**config.mk**
```make
export PLATFORM = sky130hd
export DESIGN_NAME = radix2_bf_64_flat
export DESIGN_NICKNAME = d
export VERILOG_FILES = /design/src/rtl/radix2_bf_64_if.sv /design/src/rtl/radix2_bf_64.sv /design/src/flat_wrapper.sv
export SDC_FILE = /design/constraint.sdc
export NUM_CORES = 1
export LEC_CHECK = 0
export ABC_AREA = 1
export CAP_MARGIN = 20
export CORE_MARGIN = 1
export CORE_UTILIZATION = 40
export DETAILED_ROUTE_END_ITERATION = 6
export PLACE_DENSITY = 0.66
export SLEW_MARGIN = 15
export SYNTH_ARGS = -nofsm -noshare
export SYNTH_HDL_FRONTEND = slang
export SYNTH_SLANG_ARGS = --single-unit
```
**constraint.sdc**
```tcl
create_clock -name clk -period 3.3 [get_ports clk]
set_input_delay 0.99 -clock clk [delete_from_list [all_inputs] [get_ports clk]]
set_output_delay 0.99 -clock clk [all_outputs]
set_load 0.01 [all_outputs]
```
**src/rtl/radix2_bf_64_if.sv**
```systemverilog
// Stream, delay-line feedback and result signals of the span-64 SDF butterfly.
// The slave modport is the butterfly's view; the master modport is its environment.
interface radix2_bf_64_if #(
    parameter int DW = 24,
    parameter int CW = 7
);
    logic          in_valid;
    logic          in_ready;
    logic [DW-1:0] din_r;
    logic [DW-1:0] din_i;
    logic [DW-1:0] delay_r;
    logic [DW-1:0] delay_i;
    logic          fb_valid;
    logic [DW-1:0] fb_r;
    logic [DW-1:0] fb_i;
    logic          out_valid;
    logic [DW-1:0] dout_r;
    logic [DW-1:0] dout_i;
    logic [CW-1:0] frame_cnt;

    modport slave (
        input  in_valid, din_r, din_i, delay_r, delay_i,
        output in_ready, fb_valid, fb_r, fb_i, out_valid, dout_r, dout_i, frame_cnt
    );

    modport master (
        output in_valid, din_r, din_i, delay_r, delay_i,
        input  in_ready, fb_valid, fb_r, fb_i, out_valid, dout_r, dout_i, frame_cnt
    );
endinterface

```
**src/rtl/radix2_bf_64.sv**
```systemverilog
// Radix-2 single-delay-feedback butterfly stage, span HALF (64) of the 512-pt FFT.
// Works in a loop with an external HALF-deep delay line: fb_* feeds the line,
// delay_* is its output. The first half of each frame is parked in the line;
// the second half produces sums (sent out) and differences (parked in the line,
// sent out during the next frame's first half or while flushing).
module radix2_bf_64 #(
    parameter int DW    = 24,
    parameter int HALF  = 64,
    parameter bit SCALE = 1'b1
) (
    input logic            clk,
    input logic            rst,
    radix2_bf_64_if.slave  bus
);
    localparam int CW = $clog2(2 * HALF);
    localparam logic [CW-1:0] CNT_HALF_LAST = CW'(HALF - 1);
    localparam logic [CW-1:0] CNT_ONE       = CW'(1);

    typedef enum logic [1:0] {
        IDLE,
        FILL,
        RUN,
        FLUSH
    } state_t;

    state_t        state_q, state_d;
    logic [CW-1:0] cnt_q, cnt_d;
    logic          out_valid_q, out_valid_d;
    logic [DW-1:0] dout_r_q, dout_r_d;
    logic [DW-1:0] dout_i_q, dout_i_d;

    logic          in_ready_c;
    logic          accept;
    logic          second_half;
    logic          fb_valid_c;
    logic [DW-1:0] fb_r_c, fb_i_c;
    logic [DW:0]   sum_r, sum_i, dif_r, dif_i;

    // Reduce a DW+1-bit result back to DW bits: halve (floor) or saturate.
    function automatic logic [DW-1:0] trim(input logic [DW:0] x);
        logic [DW-1:0] r;
        if (SCALE) begin
            r = x[DW:1];
        end else if (x[DW] != x[DW-1]) begin
            r = x[DW] ? {1'b1, {(DW-1){1'b0}}} : {1'b0, {(DW-1){1'b1}}};
        end else begin
            r = x[DW-1:0];
        end
        return r;
    endfunction

    assign in_ready_c  = (state_q != FLUSH);
    assign accept      = bus.in_valid & in_ready_c;
    assign second_half = cnt_q[CW-1];

    assign sum_r = {bus.delay_r[DW-1], bus.delay_r} + {bus.din_r[DW-1], bus.din_r};
    assign sum_i = {bus.delay_i[DW-1], bus.delay_i} + {bus.din_i[DW-1], bus.din_i};
    assign dif_r = {bus.delay_r[DW-1], bus.delay_r} - {bus.din_r[DW-1], bus.din_r};
    assign dif_i = {bus.delay_i[DW-1], bus.delay_i} - {bus.din_i[DW-1], bus.din_i};

    // Next state, frame counter, feedback path and next output values.
    always_comb begin
        state_d     = state_q;
        cnt_d       = cnt_q;
        out_valid_d = 1'b0;
        dout_r_d    = dout_r_q;
        dout_i_d    = dout_i_q;
        fb_valid_c  = 1'b0;
        fb_r_c      = bus.din_r;
        fb_i_c      = bus.din_i;

        case (state_q)
            IDLE: begin
                if (accept) begin
                    fb_valid_c = 1'b1;
                    cnt_d      = cnt_q + CNT_ONE;
                    state_d    = FILL;
                end
            end

            FILL: begin
                if (accept) begin
                    fb_valid_c = 1'b1;
                    cnt_d      = cnt_q + CNT_ONE;
                    if (cnt_q == CNT_HALF_LAST) begin
                        state_d = RUN;
                    end
                end
            end

            RUN: begin
                if (accept) begin
                    fb_valid_c  = 1'b1;
                    cnt_d       = cnt_q + CNT_ONE;
                    out_valid_d = 1'b1;
                    if (second_half) begin
                        dout_r_d = trim(sum_r);
                        dout_i_d = trim(sum_i);
                        fb_r_c   = trim(dif_r);
                        fb_i_c   = trim(dif_i);
                    end else begin
                        dout_r_d = bus.delay_r;
                        dout_i_d = bus.delay_i;
                    end
                end else if (cnt_q == '0) begin
                    state_d = FLUSH;
                end
            end

            FLUSH: begin
                fb_valid_c  = 1'b1;
                fb_r_c      = '0;
                fb_i_c      = '0;
                out_valid_d = 1'b1;
                dout_r_d    = bus.delay_r;
                dout_i_d    = bus.delay_i;
                if (cnt_q == CNT_HALF_LAST) begin
                    cnt_d   = '0;
                    state_d = IDLE;
                end else begin
                    cnt_d = cnt_q + CNT_ONE;
                end
            end

            default: begin
                state_d = IDLE;
                cnt_d   = '0;
            end
        endcase
    end

    // State, counter and registered outputs; reset discards any partial frame.
    always_ff @(posedge clk or posedge rst) begin
        if (rst) begin
            state_q     <= IDLE;
            cnt_q       <= '0;
            out_valid_q <= 1'b0;
            dout_r_q    <= '0;
            dout_i_q    <= '0;
        end else begin
            state_q     <= state_d;
            cnt_q       <= cnt_d;
            out_valid_q <= out_valid_d;
            dout_r_q    <= dout_r_d;
            dout_i_q    <= dout_i_d;
        end
    end

    assign bus.in_ready  = in_ready_c;
    assign bus.fb_valid  = fb_valid_c;
    assign bus.fb_r      = fb_r_c;
    assign bus.fb_i      = fb_i_c;
    assign bus.out_valid = out_valid_q;
    assign bus.dout_r    = dout_r_q;
    assign bus.dout_i    = dout_i_q;
    assign bus.frame_cnt = cnt_q;
endmodule

```
**src/flat_wrapper.sv**
```systemverilog
// flat-port wrapper written by rule: the top's interface ports become plain ports
module radix2_bf_64_flat 
#(
    parameter int DW    = 24,
    parameter int HALF  = 64,
    parameter bit SCALE = 1'b1
)
  (clk, rst, bus_in_valid, bus_din_r, bus_din_i, bus_delay_r, bus_delay_i, bus_in_ready, bus_fb_valid, bus_fb_r, bus_fb_i, bus_out_valid, bus_dout_r, bus_dout_i, bus_frame_cnt);
  radix2_bf_64_if #(.DW(DW)) bus_i ();
  input logic clk;
  input logic rst;
  input wire logic [$bits(bus_i.in_valid)-1:0] bus_in_valid;
  input wire logic [$bits(bus_i.din_r)-1:0] bus_din_r;
  input wire logic [$bits(bus_i.din_i)-1:0] bus_din_i;
  input wire logic [$bits(bus_i.delay_r)-1:0] bus_delay_r;
  input wire logic [$bits(bus_i.delay_i)-1:0] bus_delay_i;
  output wire logic [$bits(bus_i.in_ready)-1:0] bus_in_ready;
  output wire logic [$bits(bus_i.fb_valid)-1:0] bus_fb_valid;
  output wire logic [$bits(bus_i.fb_r)-1:0] bus_fb_r;
  output wire logic [$bits(bus_i.fb_i)-1:0] bus_fb_i;
  output wire logic [$bits(bus_i.out_valid)-1:0] bus_out_valid;
  output wire logic [$bits(bus_i.dout_r)-1:0] bus_dout_r;
  output wire logic [$bits(bus_i.dout_i)-1:0] bus_dout_i;
  output wire logic [$bits(bus_i.frame_cnt)-1:0] bus_frame_cnt;
  assign bus_i.in_valid = bus_in_valid;
  assign bus_i.din_r = bus_din_r;
  assign bus_i.din_i = bus_din_i;
  assign bus_i.delay_r = bus_delay_r;
  assign bus_i.delay_i = bus_delay_i;
  assign bus_in_ready = bus_i.in_ready;
  assign bus_fb_valid = bus_i.fb_valid;
  assign bus_fb_r = bus_i.fb_r;
  assign bus_fb_i = bus_i.fb_i;
  assign bus_out_valid = bus_i.out_valid;
  assign bus_dout_r = bus_i.dout_r;
  assign bus_dout_i = bus_i.dout_i;
  assign bus_frame_cnt = bus_i.frame_cnt;
  radix2_bf_64 #(.DW(DW), .HALF(HALF), .SCALE(SCALE)) u_core (.clk(clk), .rst(rst), .bus(bus_i));
endmodule
```
==> impl_metrics.yaml <==
cts:
  clkSlewWorstSetupHoldPaths_ns: 0.06
  htree_levels: 3
  cts_buffers: 9
  cts.sinks: 58
  clk_latency_ns: 0.37
  clockBufferDepth: 2
  clock-root-buffer: "clkbuf_16"
  cts_tree: "built"
  cts_hold_buf: 0
critical_path:
  critPathCaptureType: "output pin"
  cp.arrival_ns: 2.77
  worstPathMaxFanout: 4
  reg2reg_from: "u_core.state_q[0]"
  critPathRequiredTime_ns: 2.31
  r2r-end: "u_core.bus.dout_i[8]"
  start_kind: "primary input"
  r2r_cells: 6
  critPathKind: "in -> out"
  reg2reg_slack_ns: 0.78
sta:
  hold_violations: 0
  fin_crit_sh_pct: 114
  finalMaxSlewViolations: 0
  worst_pin_slew_ns: 1.00
  setup_violations: 45
  final.setup.worst_slack_ns: -0.458
  fin_skew_ns: 0.0232
  fmax_mhz: 266
  slew_headroom_pct: 33.2
  finalCriticalPeriod_ns: 3.76
  rsz0062_at_grt: "true"
die:
  dieWidth_um: 166
  boundaryPins: 205
  chipHeight_um: 166
  core_area_um2: 26300
  rows: 59
  die-area_um2: 27700
  initial_core_util_pct: 41.1
power:
  cellPowerDensity_nw_per_um2: 465
  peakVddDrop_mv: 0.418
  p_leak_uw: 0.0108
  p_total_uw: 9560
synth:
  ys_warn_count: 0
  synth_common_cells: "nand2_1 (743), inv_1 (350), nor2_1 (203)"
  synth-async-reset-ratio_pct: 100
  synth.most_common_cell: "nand2_1"
  synth-seq-cells: 58
  yosys.area.top_type_share_pct: 25.8
  synth_area_leader_cell: "nand2_1"
  synth.area.top_cells: "nand2_1 (26%), dfrtp_1 (13%), inv_1 (12%)"
  syn_area_um2: 10800
  synth.distinct_cells: 39
  synth_cells: 2031
  syn_area_per_cell_um2: 5.32
  synth-edff-count: 0
  ys_seq_area_share_pct: 13.4
  synth-main-ff-cell: "dfrtp_1"
  synth_fp_nets: 2233
global_routing:
  busiest_layer: "met2"
  grt_pass1_vias: 16581
  grt_util_met2_pct: 73.4
  track_usage_pct: 41.1
  grt_pass1_wl_mm: 87.8
  use_met3_pct: 4.74
  grtUsageMet1_pct: 45.8
  grt_start_max_net_pins: 73
  gr-total-overflow: 0
  antenna_found_initial: 0
worst_hold_path:
  hp-start: "u_core.bus.dout_r[17]"
  hp-class: "reg -> reg"
  holdPathEnd: "u_core.bus.dout_r[17]"
  hold_depth: 2
routing:
  vias: 17149
  drtAntennaViolNets: 0
  wl_per_cell_um: 20.6
  wl_mm: 63.5
  firstDrtPassIters: 7
  drcViolationCount: 16
  viasPerCell: 5.56
  drt_iter0_drc: 1646
cells_and_area:
  multi_input_area_um2: 10200
  layout-drive-gt1-share_pct: 44.2
  diodes: 0
  synthToLayoutAreaGrowth_pct: 90.0
  finalNetCount: 2949
  finalCoreUtilization_pct: 78.2
  fill_cells: 1882
  seq_area_um2: 1450
placement:
  dp_slack_ns: -1.45
  portBuffers: 204
  routabilityCongestion: 1.07
  hpwlAfterDp_mm: 42.1
outcome:
  violations: "DRC, setup timing"
  outcome: "finished, violations left"
job:
  cap_violations: 0
[registers in the layout (all words and copies together), names as in the netlist]
| name | cells |
|---|---|
| u_core.bus.dout_i | 24 |
| u_core.bus.frame_cnt | 7 |
| u_core.bus.dout_r | 24 |
| u_core.state_q | 2 |
| u_core.bus.out_valid | 1 |
[how the worst max path moves through the flow]
| stage | start | to | slack [ns] |
|---|---|---|---|
| after detailed placement | bus_delay_i[0] | bus_fb_i[15] | -1.45 |
| after global routing | bus_din_i[11] | bus_fb_i[21] | -0.53 |
| after CTS | bus_delay_r[0] | bus_fb_r[19] | -0.28 |
| after global placement | bus_din_r[13] | bus_fb_r[20] | -1.47 |
| after floorplan | bus_delay_i[0] | bus_fb_i[15] | 0.01 |
| final | bus_din_i[5] | bus_fb_i[18] | -0.46 |
[logic make-up after synthesis]
family | after synthesis | share of synthesized area [%]
AO/OA/AOI/OAI | 279 | 14.0
adder cells (fa/ha/maj) | 103 | 12.2
AND/OR/NAND/NOR | 1155 | 43.6
XOR/XNOR | 17 | 1.38
flip-flops | 58 | 13.4
buffers and inverters | 419 | 15.4
[what timing repair did]
| item | 4_1_cts | 5_1_grt |
|---|---|---|
| setup endpoints to repair | 48 | 48 |
| pin swaps | 285 | 201 |
| buffers inserted | 124 | 55 |
| gates resized for setup | 1270 | 217 |
| hold endpoints to repair | 0 | 0 |
[power breakdown]
group	internal, uW	switching, uW
Combinational	3090	3950
Sequential	1070	238
Clock	781	436
[area by class of cell]
type	instances	area share, %
timing repair buffer	763	32.2
inverter	361	7.12
multi-input combinational	1554	49.9
clock buffer	12	1.25
sequential	58	7.07
clock inverter	4	0.475
tap	335	2.04
[cell usage in the layout, fill, tap and decap left out, types with 27 or more instances in the layout]
cell / instances
nand2_1: 571
o21ai_1: 27
clkdlybuf4s50_1: 59
ha_4: 46
buf_6: 136
nor2_4: 43
inv_2: 64
buf_4: 449
o21ai_0: 36
buf_2: 63
inv_1: 257
ha_1: 53
nand3_1: 98
dfrtp_1: 58
nand4_1: 50
a21oi_1: 116
nand2_2: 99
nor2_1: 154
inv_4: 35
nand2_4: 71
[metal layers]
layer | up-vias | wire length (um)
li1 | 7766 | -
met1 | 7869 | 22600
met3 | 378 | 5490
met2 | 1136 | 29800
met5 | - | 0
met4 | 0 | 5560
[worst max-delay path, cell delays in order]
cell	delay [ns]
buf_8	0.08
inv_6	0.03
ha_4	0.31
buf_6	0.14
nand2_8	0.08
nor2_4	0.15
buf_4	0.13
o21ai_1	0.05
nand2_1	0.26
nand2_2	0.11
nand3_1	0.11
nand2_1	0.05
nand3_1	0.07
nand2_1	0.06
buf_2	0.13
[through the flow]
| stage | TNS [ns] | std cells | cell area [um2] | hold WS [ns] |
|---|---|---|---|---|
| detailed placement | -61.02 | 2903 | 16000 | 0.464 |
| CTS | -7.43 | 3038 | 19400 | 0.481 |
| global route | -13.67 | 3087 | 20500 | 0.497 |
| global placement | -59.48 | 2903 | 16000 | 0.464 |
| floorplan | 0 | 2031 | 10800 | 0.513 |
| finish | -11.73 | 3087 | 20500 | 0.476 |
(Power assumes the default switching activity.)
